===== config.mk =====
export PLATFORM = sky130hd
export DESIGN_NAME = tm1638_key_reader_flat
export DESIGN_NICKNAME = d
export VERILOG_FILES = /design/src/rtl/tm1638_key_reader_if.sv /design/src/rtl/tm1638_key_reader.sv /design/src/flat_wrapper.sv
export SDC_FILE = /design/constraint.sdc
export NUM_CORES = 1
export LEC_CHECK = 0
export BUFFER_PORTS_ARGS = -buffer_cell sky130_fd_sc_hd__buf_2
export CAP_MARGIN = 20
export CORE_MARGIN = 2
export CORE_UTILIZATION = 25
export DETAILED_ROUTE_END_ITERATION = 16
export PLACE_DENSITY = 0.47
export SETUP_SLACK_MARGIN = 0.05
export SLEW_MARGIN = 0
export SYNTH_ARGS = -nofsm -noshare
export SYNTH_HDL_FRONTEND = slang
export SYNTH_SLANG_ARGS = --single-unit

===== constraint.sdc =====
create_clock -name clk -period 3.05 [get_ports clk]
set_input_delay 0.305 -clock clk [delete_from_list [all_inputs] [get_ports clk]]
set_output_delay 0.305 -clock clk [all_outputs]
set_load 0.01 [all_outputs]

===== src/rtl/tm1638_key_reader_if.sv =====
// TM1638 key reader bus: request/status handshake plus the raw
// STB/CLK/DIO pin signals toward the display controller.
interface tm1638_key_reader_if;
  logic       start;
  logic       dio_in;
  logic       stb;
  logic       clk_kHz;
  logic       dio_out;
  logic       dio_oe;
  logic [7:0] keys;
  logic       keys_valid;
  logic       busy;

  modport master (
    output start, dio_in,
    input  stb, clk_kHz, dio_out, dio_oe,
    input  keys, keys_valid, busy
  );

  modport slave (
    input  start, dio_in,
    output stb, clk_kHz, dio_out, dio_oe,
    output keys, keys_valid, busy
  );
endinterface


===== src/rtl/tm1638_key_reader.sv =====
// TM1638 key scanner: sends the read-keys command (0x42), reads the
// four scan bytes and publishes the eight S1..S8 key states.
module tm1638_key_reader #(
  parameter int CLK_DIV = 50,
  parameter int T_WAIT  = 200
) (
  input logic             clk,
  input logic             rst,
  tm1638_key_reader_if.slave bus
);

  typedef enum logic [2:0] {
    IDLE, STB_SETUP, CMD, WAIT, READ, STB_END
  } state_t;

  localparam int MAXC = (2*CLK_DIV > T_WAIT) ? 2*CLK_DIV : T_WAIT;
  localparam int CW   = (MAXC > 1) ? $clog2(MAXC) : 1;

  localparam logic [CW-1:0] HALF_M1 = CW'(CLK_DIV - 1);
  localparam logic [CW-1:0] FULL_M1 = CW'(2*CLK_DIV - 1);
  localparam logic [CW-1:0] WAIT_M1 = CW'(T_WAIT - 1);
  localparam logic [7:0]    CMD_BYTE = 8'h42;

  state_t        state_q, state_d;
  logic [CW-1:0] cnt_q;
  logic [4:0]    bit_q;
  logic          cnt_last;
  logic [7:0]    keys_sh;
  logic [7:0]    keys_q;
  logic          valid_q;

  // terminal count of the cycle counter for the current state
  always_comb begin
    cnt_last = 1'b0;
    unique case (state_q)
      STB_SETUP, STB_END: cnt_last = (cnt_q == HALF_M1);
      CMD, READ:          cnt_last = (cnt_q == FULL_M1);
      WAIT:               cnt_last = (cnt_q == WAIT_M1);
      default:            cnt_last = 1'b0;
    endcase
  end

  // state register
  always_ff @(posedge clk or negedge rst) begin
    if (!rst) state_q <= IDLE;
    else      state_q <= state_d;
  end

  // next-state: phases advance on counter/bit terminal counts
  always_comb begin
    state_d = state_q;
    unique case (state_q)
      IDLE:
        if (bus.start) state_d = STB_SETUP;
      STB_SETUP:
        if (cnt_last) state_d = CMD;
      CMD:
        if (cnt_last && bit_q == 5'd7) state_d = WAIT;
      WAIT:
        if (cnt_last) state_d = READ;
      READ:
        if (cnt_last && bit_q == 5'd31) state_d = STB_END;
      STB_END:
        if (cnt_last) state_d = IDLE;
      default:
        state_d = IDLE;
    endcase
  end

  // cycle and bit counters, cleared whenever the phase changes
  always_ff @(posedge clk or negedge rst) begin
    if (!rst) begin
      cnt_q <= '0;
      bit_q <= '0;
    end else if (state_q == IDLE) begin
      cnt_q <= '0;
      bit_q <= '0;
    end else begin
      cnt_q <= cnt_last ? '0 : cnt_q + 1'b1;
      if ((state_q == CMD || state_q == READ) && cnt_last)
        bit_q <= (state_d != state_q) ? 5'd0 : bit_q + 5'd1;
    end
  end

  // capture key bits on the serial-clock rise; publish at end
  always_ff @(posedge clk or negedge rst) begin
    if (!rst) begin
      keys_sh <= '0;
      keys_q  <= '0;
      valid_q <= 1'b0;
    end else begin
      valid_q <= 1'b0;
      if (state_q == IDLE && bus.start)
        keys_sh <= '0;
      if (state_q == READ && cnt_q == HALF_M1) begin
        if (bit_q[2:0] == 3'd0)
          keys_sh[{1'b0, bit_q[4:3]}] <= bus.dio_in;
        else if (bit_q[2:0] == 3'd4)
          keys_sh[{1'b1, bit_q[4:3]}] <= bus.dio_in;
      end
      if (state_q == STB_END && cnt_last) begin
        keys_q  <= keys_sh;
        valid_q <= 1'b1;
      end
    end
  end

  // pin and status outputs decoded from the phase
  always_comb begin
    bus.stb        = 1'b1;
    bus.clk_kHz    = 1'b1;
    bus.dio_out    = 1'b1;
    bus.dio_oe     = 1'b0;
    bus.busy       = (state_q != IDLE);
    bus.keys       = keys_q;
    bus.keys_valid = valid_q;
    unique case (state_q)
      STB_SETUP: begin
        bus.stb     = 1'b0;
        bus.dio_oe  = 1'b1;
        bus.dio_out = 1'b0;
      end
      CMD: begin
        bus.stb     = 1'b0;
        bus.dio_oe  = 1'b1;
        bus.clk_kHz = (cnt_q > HALF_M1);
        bus.dio_out = CMD_BYTE[bit_q[2:0]];
      end
      WAIT, STB_END: begin
        bus.stb = 1'b0;
      end
      READ: begin
        bus.stb     = 1'b0;
        bus.clk_kHz = (cnt_q > HALF_M1);
      end
      default: ;
    endcase
  end

endmodule

===== src/flat_wrapper.sv =====
// flat-port wrapper written by rule: the top's interface ports become plain ports
module tm1638_key_reader_flat 
#(
  parameter int CLK_DIV = 50,
  parameter int T_WAIT  = 200
)
  (clk, rst, bus_start, bus_dio_in, bus_stb, bus_clk_kHz, bus_dio_out, bus_dio_oe, bus_keys, bus_keys_valid, bus_busy);
  tm1638_key_reader_if bus_i ();
  input logic clk;
  input logic rst;
  input wire logic [$bits(bus_i.start)-1:0] bus_start;
  input wire logic [$bits(bus_i.dio_in)-1:0] bus_dio_in;
  output wire logic [$bits(bus_i.stb)-1:0] bus_stb;
  output wire logic [$bits(bus_i.clk_kHz)-1:0] bus_clk_kHz;
  output wire logic [$bits(bus_i.dio_out)-1:0] bus_dio_out;
  output wire logic [$bits(bus_i.dio_oe)-1:0] bus_dio_oe;
  output wire logic [$bits(bus_i.keys)-1:0] bus_keys;
  output wire logic [$bits(bus_i.keys_valid)-1:0] bus_keys_valid;
  output wire logic [$bits(bus_i.busy)-1:0] bus_busy;
  assign bus_i.start = bus_start;
  assign bus_i.dio_in = bus_dio_in;
  assign bus_stb = bus_i.stb;
  assign bus_clk_kHz = bus_i.clk_kHz;
  assign bus_dio_out = bus_i.dio_out;
  assign bus_dio_oe = bus_i.dio_oe;
  assign bus_keys = bus_i.keys;
  assign bus_keys_valid = bus_i.keys_valid;
  assign bus_busy = bus_i.busy;
  tm1638_key_reader #(.CLK_DIV(CLK_DIV), .T_WAIT(T_WAIT)) u_core (.clk(clk), .rst(rst), .bus(bus_i));
endmodule

==> results of run 1 <==
==> final cells by class <==
type | count | area, µm² | area share
clock inverters | 3 | 17.5 | 0.00827
clock buffers | 5 | 68.8 | 0.0325
multi-input cells | 127 | 960 | 0.453
flip-flops and latches | 33 | 826 | 0.390
repair buffers | 17 | 85.1 | 0.0402
well taps | 99 | 124 | 0.0585
inverters | 10 | 37.5 | 0.0177
==> layer usage <==
layer	up-vias	share of wire	wire, µm
met1	621	0.49	1780
li1	662	-	-
met2	19	0.47	1730
met4	0	0.0088	32
met3	4	0.031	112
met5	-	0	0
==> final timing paths <==
kind	to	slack, ps	depth (start not counted)
worst max-delay path	u_core.bit_q[2]	1010	5
worst min-delay path	u_core.bus.keys[5]	80	1
worst max register to register	u_core.bit_q[2]	1010	5
worst min register to register	u_core.bus.keys[6]	500	1
max in group asynchronous	u_core.cnt_q[6]	2470	1
min in group clk	u_core.keys_sh[7]	390	3
==> cells by family (layout without fill, tap and decap cells) <==
family / count (synthesis) / after routing
AOI/OAI and AO/OA: 24 / 24
and+or+nand+nor: 72 / 72
DFF: 33 / 33
muxes: 17 / 17
xor gates and xnor gates: 6 / 6
adders and majority gates: 8 / 8
buffers and inverters: 18 / 35
==> flip-flops by register name, summed over array words and instances, names as in the netlist <==
name	cells
u_core.keys_sh	8
u_core.state_q	3
u_core.bus.keys_valid	1
u_core.bus.keys	8
u_core.cnt_q	8
u_core.bit_q	5
==> cells in the final DEF, fill, tap and decap left out, types with 4 or more instances in the layout <==
cell type	instances
clkbuf_8	5
ha_1	8
dfrtp_1	33
nand2_1	16
buf_2	17
xor2_1	5
inv_1	10
nor2_1	14
mux2i_1	7
mux2_2	9
a21oi_1	4
nand3_1	10
==> per-stage QoR <==
| stage | area (µm²) | util |
|---|---|---|
| 2_1_floorplan | 1880 | - |
| 3_3_place_gp | 2030 | 0.280 |
| 3_5_place_dp | 2030 | 0.280 |
| 4_1_cts | 2120 | 0.292 |
| 5_1_grt | 2120 | 0.292 |
| 6_report | 2120 | 0.292 |
==> report_power, final <==
part           switching, mW  internal [mW]  leakage, nW
clock                  0.170          0.157       0.0439
sequential           0.00163          0.441        0.431
combinational         0.0119        0.00369        0.521
total                  0.183          0.602        0.996
==> results_dict.tcl, run 1 <==
set metrics [dict create \
    maxCapViolCount 0 \
    start_kind "flop" \
    total_leakage_power_nw 0.996 \
    gp_congestion 0.799 \
    grt_pass1_vias 1275 \
    stdcell_count 294 \
    clock-sinks 33 \
    worst-path-max-fanout 19 \
    die_h_um 90.7 \
    first_pass_iters 4 \
    cp_slowest_cell "dfrtp_1" \
    maxSlewHeadroom 0.493 \
    portBuffers 17 \
    crit_family "flip-flops" \
    r2r_start "u_core.state_q[0]" \
    fin_nets 206 \
    vdd_drop_max_mv 0.145 \
    cp-startpoint "u_core.state_q[0]" \
    clk_latency_ps 290 \
    vias 1306 \
    synth_top_cell_area_share 0.440 \
    grt_max_degree 34 \
    power.density_mw_per_mm2 371 \
    grt.overflow.total 0 \
    hpwl_mm 2.63 \
    synthMuxAreaShare 0.0986 \
    drt-wirelength-per-cell_um 12.4 \
    cts-root-buf "clkbuf_8" \
    synthesis.area_mm2 0.00188 \
    synth_edf_count 0 \
    syn_inst 178 \
    rsz0062_at_grt "false" \
    synth_cell_types 50 \
    timing.final.ws_setup_ps 1010 \
    yosysTopAreaCell "dfrtp_1" \
    drive_gt1_frac 0.241 \
    vias_per_cell 4.44 \
    clock_skew_ps 7.31 \
    fill_cells 772 \
    post_cts_buffers 0 \
    clk_pin_slew_worst_paths_ps 80 \
    ys_ff_latch 33 \
    yosys.area_share.xor_xnor 0.0280 \
    worstMarginPinSlew_ps 760 \
    synth_compound_area_frac 0.102 \
    num_antenna_cells 0 \
    grt_use_total 0.0939 \
    die_x_um 90.7 \
    hold_class "primary input to async pin" \
    postSynth.asyncResetShare 1.00 \
    slew_violations 0 \
    io_pins 18 \
    synth_top_family_by_area "simple AND/OR/NAND/NOR gates" \
    use_met1 0.122 \
    setup_viol 0 \
    row_count 31 \
    synth_fa_ha_area_frac 0.0533 \
    hold_ws_ps 82.7 \
    cp_cell_sequence "nand3b_2 -> mux2i_2 -> a2111oi_4 -> nor2_2 -> a221o_1" \
    worstSetupPathType "flop to flop" \
    clock.fmax_ghz 0.491 \
    drt_iter0_markers 50 \
    seq_area_frac_synth 0.440 \
    fp.dieArea_mm2 0.00822 \
    dp_worst_setup_slack_ps 1030 \
    grt.met2_usage 0.150 \
    placed_cells 286 \
    worst-endpoint-arrival_ps 2210 \
    finalHoldViolCount 0 \
    p_total_uw 785 \
    timing.critical_path.buf_inv 0 \
    synth.most_common_cell "dfrtp_1" \
    outcome "complete, no violations" \
    grt_pass1_wl_mm 6.13 \
    syn_avg_cell_area_um2 10.6 \
    ctsHoldBuffers 0 \
    drc_errors 0 \
    cts_made_buffers 5 \
    top_usage_layer "met2" \
    period_needed_ps 2040 \
    initial_core_util 0.259 \
    antenna_found_initial 0 \
    worst_path_largest_cell_delay_ps 780 \
    cts_tree "yes" \
    htree_levels 2 \
    tns_ps 0 \
    netlist_top_cells_count "dfrtp_1, nand2_1, nor2_1" \
    syn_to_final_growth_pct 12.8 \
    cp_data_required_time_ps 3230 \
    ant_nets 0 \
    routed_wirelength_mm 3.66 \
    cts_resized 0 \
    cts_buffer_depth 2 \
    grt_util_met3 0.0275 \
    yosys.area_share.simple 0.229 \
    syn_nets 190 \
    synth_flop_cell "dfrtp_1" \
    finalCritPeriodShare 0.668 \
    core_mm2 0.00725 \
    synthTopCellsByArea "dfrtp_1, mux2_2, ha_1" \
    ys_warn_count 0 \
    end_kind "flop" \
]
Power figures use the tool's default switching activity.
==> run 2: changes to the inputs <==
--- a/config.mk
+++ b/config.mk
@@ -10,7 +10,7 @@
 export CORE_MARGIN = 2
 export CORE_UTILIZATION = 25
 export DETAILED_ROUTE_END_ITERATION = 16
-export PLACE_DENSITY = 0.47
+export PLACE_DENSITY = 0.49
 export SETUP_SLACK_MARGIN = 0.05
 export SLEW_MARGIN = 0
 export SYNTH_ARGS = -nofsm -noshare
==> constraint.sdc (replaced) <==
create_clock -name clk -period 1.65 [get_ports clk]
set_input_delay 0.165 -clock clk [delete_from_list [all_inputs] [get_ports clk]]
set_output_delay 0.165 -clock clk [all_outputs]
set_load 0.01 [all_outputs]
==> results_dict.tcl, run 2 (synthesis results as in run 1) <==
set metrics [dict create \
    routed_wirelength_mm 4.65 \
    clock.fmax_ghz 0.587 \
    dp_worst_setup_slack_ps -103 \
    finalCritPeriodShare 1.03 \
    worstSetupPathType "flop to flop" \
    hold_ws_ps 259 \
    core_mm2 0.00725 \
    slew_violations 0 \
    grt_pass1_wl_mm 7.89 \
    drt-wirelength-per-cell_um 13.4 \
    p_total_mw 1.46 \
    grt_max_degree 34 \
    cp_cell_sequence "ha_2 -> and3_4 -> ha_4 -> o22ai_4 -> nor3b_4 -> and3_1 -> a221o_1" \
    io_pins 18 \
    power.density_mw_per_mm2 496 \
    portBuffers 17 \
    vias 1537 \
    clk_pin_slew_worst_paths_ps 80 \
    multiInputGateArea_mm2 0.00130 \
    fin_util 0.406 \
    start_kind "flop" \
    htree_levels 2 \
    end_kind "flop" \
    cts_tree "yes" \
    die_h_um 90.7 \
    worst-endpoint-arrival_ps 1880 \
    vdd_drop_max_mv 0.277 \
    cts_buffer_depth 2 \
    placed_cells 319 \
    period_needed_ps 1700 \
    total_leakage_power_nw 1.32 \
    grt.overflow.total 0 \
    rsz0062_at_grt "true" \
    clock-sinks 33 \
    drt_iter0_markers 61 \
    design_area_mm2 0.00294 \
    cts_made_buffers 5 \
    setup_viol 4 \
    worst_path_largest_cell_delay_ps 380 \
    finalHoldViolCount 0 \
    syn_to_final_growth_pct 56.8 \
    outcome "complete, but fails checks" \
    fin_nets 259 \
    maxCapViolCount 0 \
    failed_checks "setup timing" \
    num_antenna_cells 0 \
    cts-root-buf "clkbuf_8" \
    hold_class "primary input to flop" \
    ant_nets 0 \
    stdcell_count 347 \
    fp.dieArea_mm2 0.00822 \
    gp_congestion 0.748 \
    clk_latency_ps 290 \
    drive_gt1_frac 0.577 \
    mostFrequentLayoutCell "buf_4" \
    timing.final.ws_setup_ps -54.9 \
    initial_core_util 0.259 \
    antenna_found_initial 0 \
    final_cell_mix "buf_4, dfrtp_1, buf_6" \
    first_pass_iters 4 \
    hpwl_mm 3.10 \
    grt_pass1_vias 1559 \
    clock_skew_ps 7.61 \
    fill_cells 694 \
    cp_data_required_time_ps 1820 \
    drc_errors 0 \
    maxSlewHeadroom 0.715 \
    postPlaceCellArea_mm2 0.00235 \
    tns_ps -117 \
    cp_slowest_cell "dfrtp_1" \
    vias_per_cell 4.43 \
    row_count 31 \
    worst-path-max-fanout 3 \
    grt_use_total 0.118 \
    worstMarginPinSlew_ps 424 \
    layout.area.seq_um2 832 \
    die_x_um 90.7 \
]
==> run 2: cell types whose count changed in the layout (fill, tap and decap cells not counted), moves of 3 or more <==
cell | before | now
buf_4 | 0 | 39
buf_6 | 0 | 15
ha_1 | 8 | 0
ha_4 | 0 | 6
dfrtp_1 | 33 | 28
dfrtp_2 | 0 | 5
inv_1 | 10 | 5
buf_2 | 17 | 14
nand2_1 | 16 | 13
nand2b_1 | 3 | 0
nand2b_4 | 0 | 3
==> run 2: final timing paths <==
check                                        start                  to  slack (ps)  depth (start not counted)
worst max-delay path               u_core.bit_q[0]     u_core.bit_q[2]         -50                          7
worst max register to register     u_core.bit_q[0]     u_core.bit_q[2]         -50                          7
min in group asynchronous                      rst     u_core.bit_q[0]         430                          3
worst min-delay path                    bus_dio_in   u_core.keys_sh[7]         260                          3
max in group asynchronous                      rst     u_core.cnt_q[7]         890                          3
worst min register to register  u_core.bus.keys[1]  u_core.bus.keys[1]         500                          1
==> run 2: power breakdown <==
group          total [mW]  switching (mW)  internal [mW]
Combinational      0.0329          0.0229         0.0100
Clock               0.610           0.319          0.291
Sequential          0.818         0.00317          0.814
==> run 2: timing repair <==
action | 4_1_cts | 5_1_grt
endpoints found under the setup margin | 34 | 27
resized for setup | 39 | 44
endpoints found under the hold margin | 33 | 0
setup buffers | 8 | 12
pin swaps | 11 | 23
hold buffers | 1 | 0
==> run 2: cell type report <==
type	count	area share
sequential	33	0.283
multi-input combinational	127	0.441
clock buffer	5	0.0234
tap	99	0.0421
clock inverter	3	0.00595
timing repair buffer	70	0.189
inverter	10	0.0161
==> run 2: layer usage <==
metal / global-route usage / vias to the layer above / wire, µm
li1: - / 760 / -
met4: 0.0295 / 0 / 48
met2: 0.182 / 19 / 2250
met3: 0.0267 / 6 / 142
met5: 0 / - / 0
met1: 0.168 / 752 / 2210
==> run 2: critical path, delay by kind of cell, from the launching register on <==
family,cells,cell delay [ps]
and+or+nand+nor,3,530
DFF,1,380
adders and majority gates,2,360
AOI/OAI and AO/OA,2,320
==> run 3: changes to the inputs <==
--- a/config.mk
+++ b/config.mk
@@ -11,7 +11,6 @@
 export CORE_UTILIZATION = 25
 export DETAILED_ROUTE_END_ITERATION = 16
 export PLACE_DENSITY = 0.49
-export SETUP_SLACK_MARGIN = 0.05
 export SLEW_MARGIN = 0
 export SYNTH_ARGS = -nofsm -noshare
 export SYNTH_HDL_FRONTEND = slang
==> constraint.sdc (replaced) <==
create_clock -name clk -period 1.65 [get_ports clk]
set_input_delay 0.33 -clock clk [delete_from_list [all_inputs] [get_ports clk]]
set_output_delay 0.33 -clock clk [all_outputs]
set_load 0.01 [all_outputs]
==> results_dict.tcl, run 3 (synthesis results as in run 1) <==
set metrics [dict create \
    row_count 31 \
    grt_max_degree 34 \
    fill_cells 705 \
    placed_cells 322 \
    drt_iter0_markers 35 \
    switching_share 0.237 \
    mostFrequentLayoutCell "buf_4" \
    drt-wirelength-per-cell_um 12.9 \
    drc_errors 0 \
    vdd_drop_max_mv 0.276 \
    worstMarginPinSlew_ps 449 \
    r2r-end "u_core.bit_q[2]" \
    clk_latency_ps 280 \
    worst-path-max-fanout 3 \
    p_sw_uw 346 \
    crit_family "flip-flops" \
    rrSetupSlack_ps -130 \
    start_kind "flop" \
    vias 1560 \
    antenna_found_initial 0 \
    worst-endpoint-arrival_ps 1470 \
    grt_use_total 0.115 \
    period_needed_ps 1800 \
    maxSlewHeadroom 0.701 \
    grt_pass1_wl_mm 7.58 \
    cp_slowest_cell "dfrtp_1" \
    core_mm2 0.00725 \
    clock.fmax_ghz 0.555 \
    final_cell_mix "buf_4, dfrtp_1, buf_2" \
    vias_per_cell 4.50 \
    fin_nets 259 \
    initial_core_util 0.259 \
    gp_congestion 0.821 \
    htree_levels 2 \
    finalHoldViolCount 0 \
    hpwl_mm 3.01 \
    setup_viol 7 \
    clock-sinks 33 \
    die_h_um 90.7 \
    timing.critical_path.buf_inv 3 \
    total_leakage_power_nw 1.30 \
    finalCritPeriodShare 1.09 \
    r2r_start "u_core.bit_q[0]" \
    power.density_mw_per_mm2 505 \
    comb_power_share 0.021 \
    io_pins 18 \
    grt.overflow.total 0 \
    clock_skew_ps 4.71 \
    rsz0062_at_grt "true" \
    ant_nets 0 \
    outcome "complete, but fails checks" \
    die_x_um 90.7 \
    end_kind "output port" \
    cts-root-buf "clkbuf_8" \
    fp.dieArea_mm2 0.00822 \
    worst_path_largest_cell_delay_ps 370 \
    cp_data_required_time_ps 1320 \
    failed_checks "setup timing" \
    cts_tree "yes" \
    reg2regPathDepth 8 \
    syn_to_final_growth_pct 54.0 \
    num_antenna_cells 0 \
    ctsHoldBuffers 0 \
    portBuffers 17 \
    clk_pin_slew_worst_paths_ps 70 \
    pwr-share-clk 0.419 \
    first_pass_iters 4 \
    hold_class "primary input to async pin" \
    cp_cell_sequence "buf_6 -> inv_4 -> ha_4 -> mux2i_1 -> nand3_1 -> a21o_1 -> buf_2" \
    p_total_mw 1.46 \
    stdcell_count 347 \
    intPower_mw 1.11 \
    slew_violations 0 \
    routed_wirelength_mm 4.46 \
    cts_made_buffers 5 \
    cts_buffer_depth 2 \
    pwr-share-seq 0.560 \
    grt_pass1_vias 1594 \
    timing.final.ws_setup_ps -152 \
    drive_gt1_frac 0.581 \
    worstSetupPathType "flop to output port" \
    maxCapViolCount 0 \
]
## run 3: changes by cell type in the layout (fill, tap and decap cells not counted), sizes merged
cell         previous run  this run
buf                    69        70
dlygate4sd3             1         0
## run 3: layout make-up
| class | count | area, µm² | share of cell area |
|---|---|---|---|
| Clock buffer | 5 | 68.8 | 0.0238 |
| Multi-Input combinational cell | 127 | 1270 | 0.439 |
| Inverter | 10 | 45.0 | 0.0156 |
| Timing Repair Buffer | 70 | 539 | 0.186 |
| Sequential cell | 33 | 827 | 0.286 |
| Clock inverter | 3 | 17.5 | 0.00606 |
| Tap cell | 99 | 124 | 0.0428 |
## run 3: layer usage
layer | vias to the layer above | part of all wire | global-route usage
met3 | 12 | 0.030 | 0.0342
met2 | 24 | 0.51 | 0.188
met4 | 0 | 0.027 | 0.0436
li1 | 760 | - | -
met1 | 764 | 0.43 | 0.142
met5 | - | 0 | 0
## run 3: per-stage QoR
stage	hold slack, ps	instance area, µm²	setup WS (ps)	util	setup TNS (ps)
global placement	401	2340	-96.7	0.323	-815
global route	106	2890	-254	0.399	-2040
floorplan	34.4	1920	10.0	-	0
finish	70.3	2890	-152	0.399	-587
CTS	89.8	2730	-193	0.376	-573
detailed placement	402	2340	-106	0.323	-1220
## run 3: what timing repair did
action / in CTS / in global routing
resized for setup: 50 / 31
endpoints found under the setup margin: 29 / 29
setup buffers: 11 / 5
pin swaps: 12 / 16
cloned: 0 / 1
## run 3: worst max-delay path by stage
stage | from | end | slack [ps] | cells after the start
after floorplan | u_core.bit_q[1] | u_core.bit_q[2] | 10 | 6
after global placement | u_core.cnt_q[0] | u_core.cnt_q[6] | -100 | 6
after detailed placement | u_core.cnt_q[0] | u_core.cnt_q[3] | -110 | 6
after CTS | u_core.bit_q[0] | bus_dio_out | -190 | 7
after global routing | u_core.bit_q[0] | bus_dio_out | -250 | 7
final | u_core.bit_q[0] | bus_dio_out | -150 | 7
## run 3: power groups by stage
stage          sequential [mW]  combinational, mW  clock [mW]
5_1_grt                  0.818             0.0376       0.688
2_1_floorplan            0.833            0.00839           0
6_report                 0.817             0.0312       0.611
4_1_cts                  0.817             0.0335       0.640
3_5_place_dp             0.834             0.0334           0
3_3_place_gp             0.833             0.0329           0
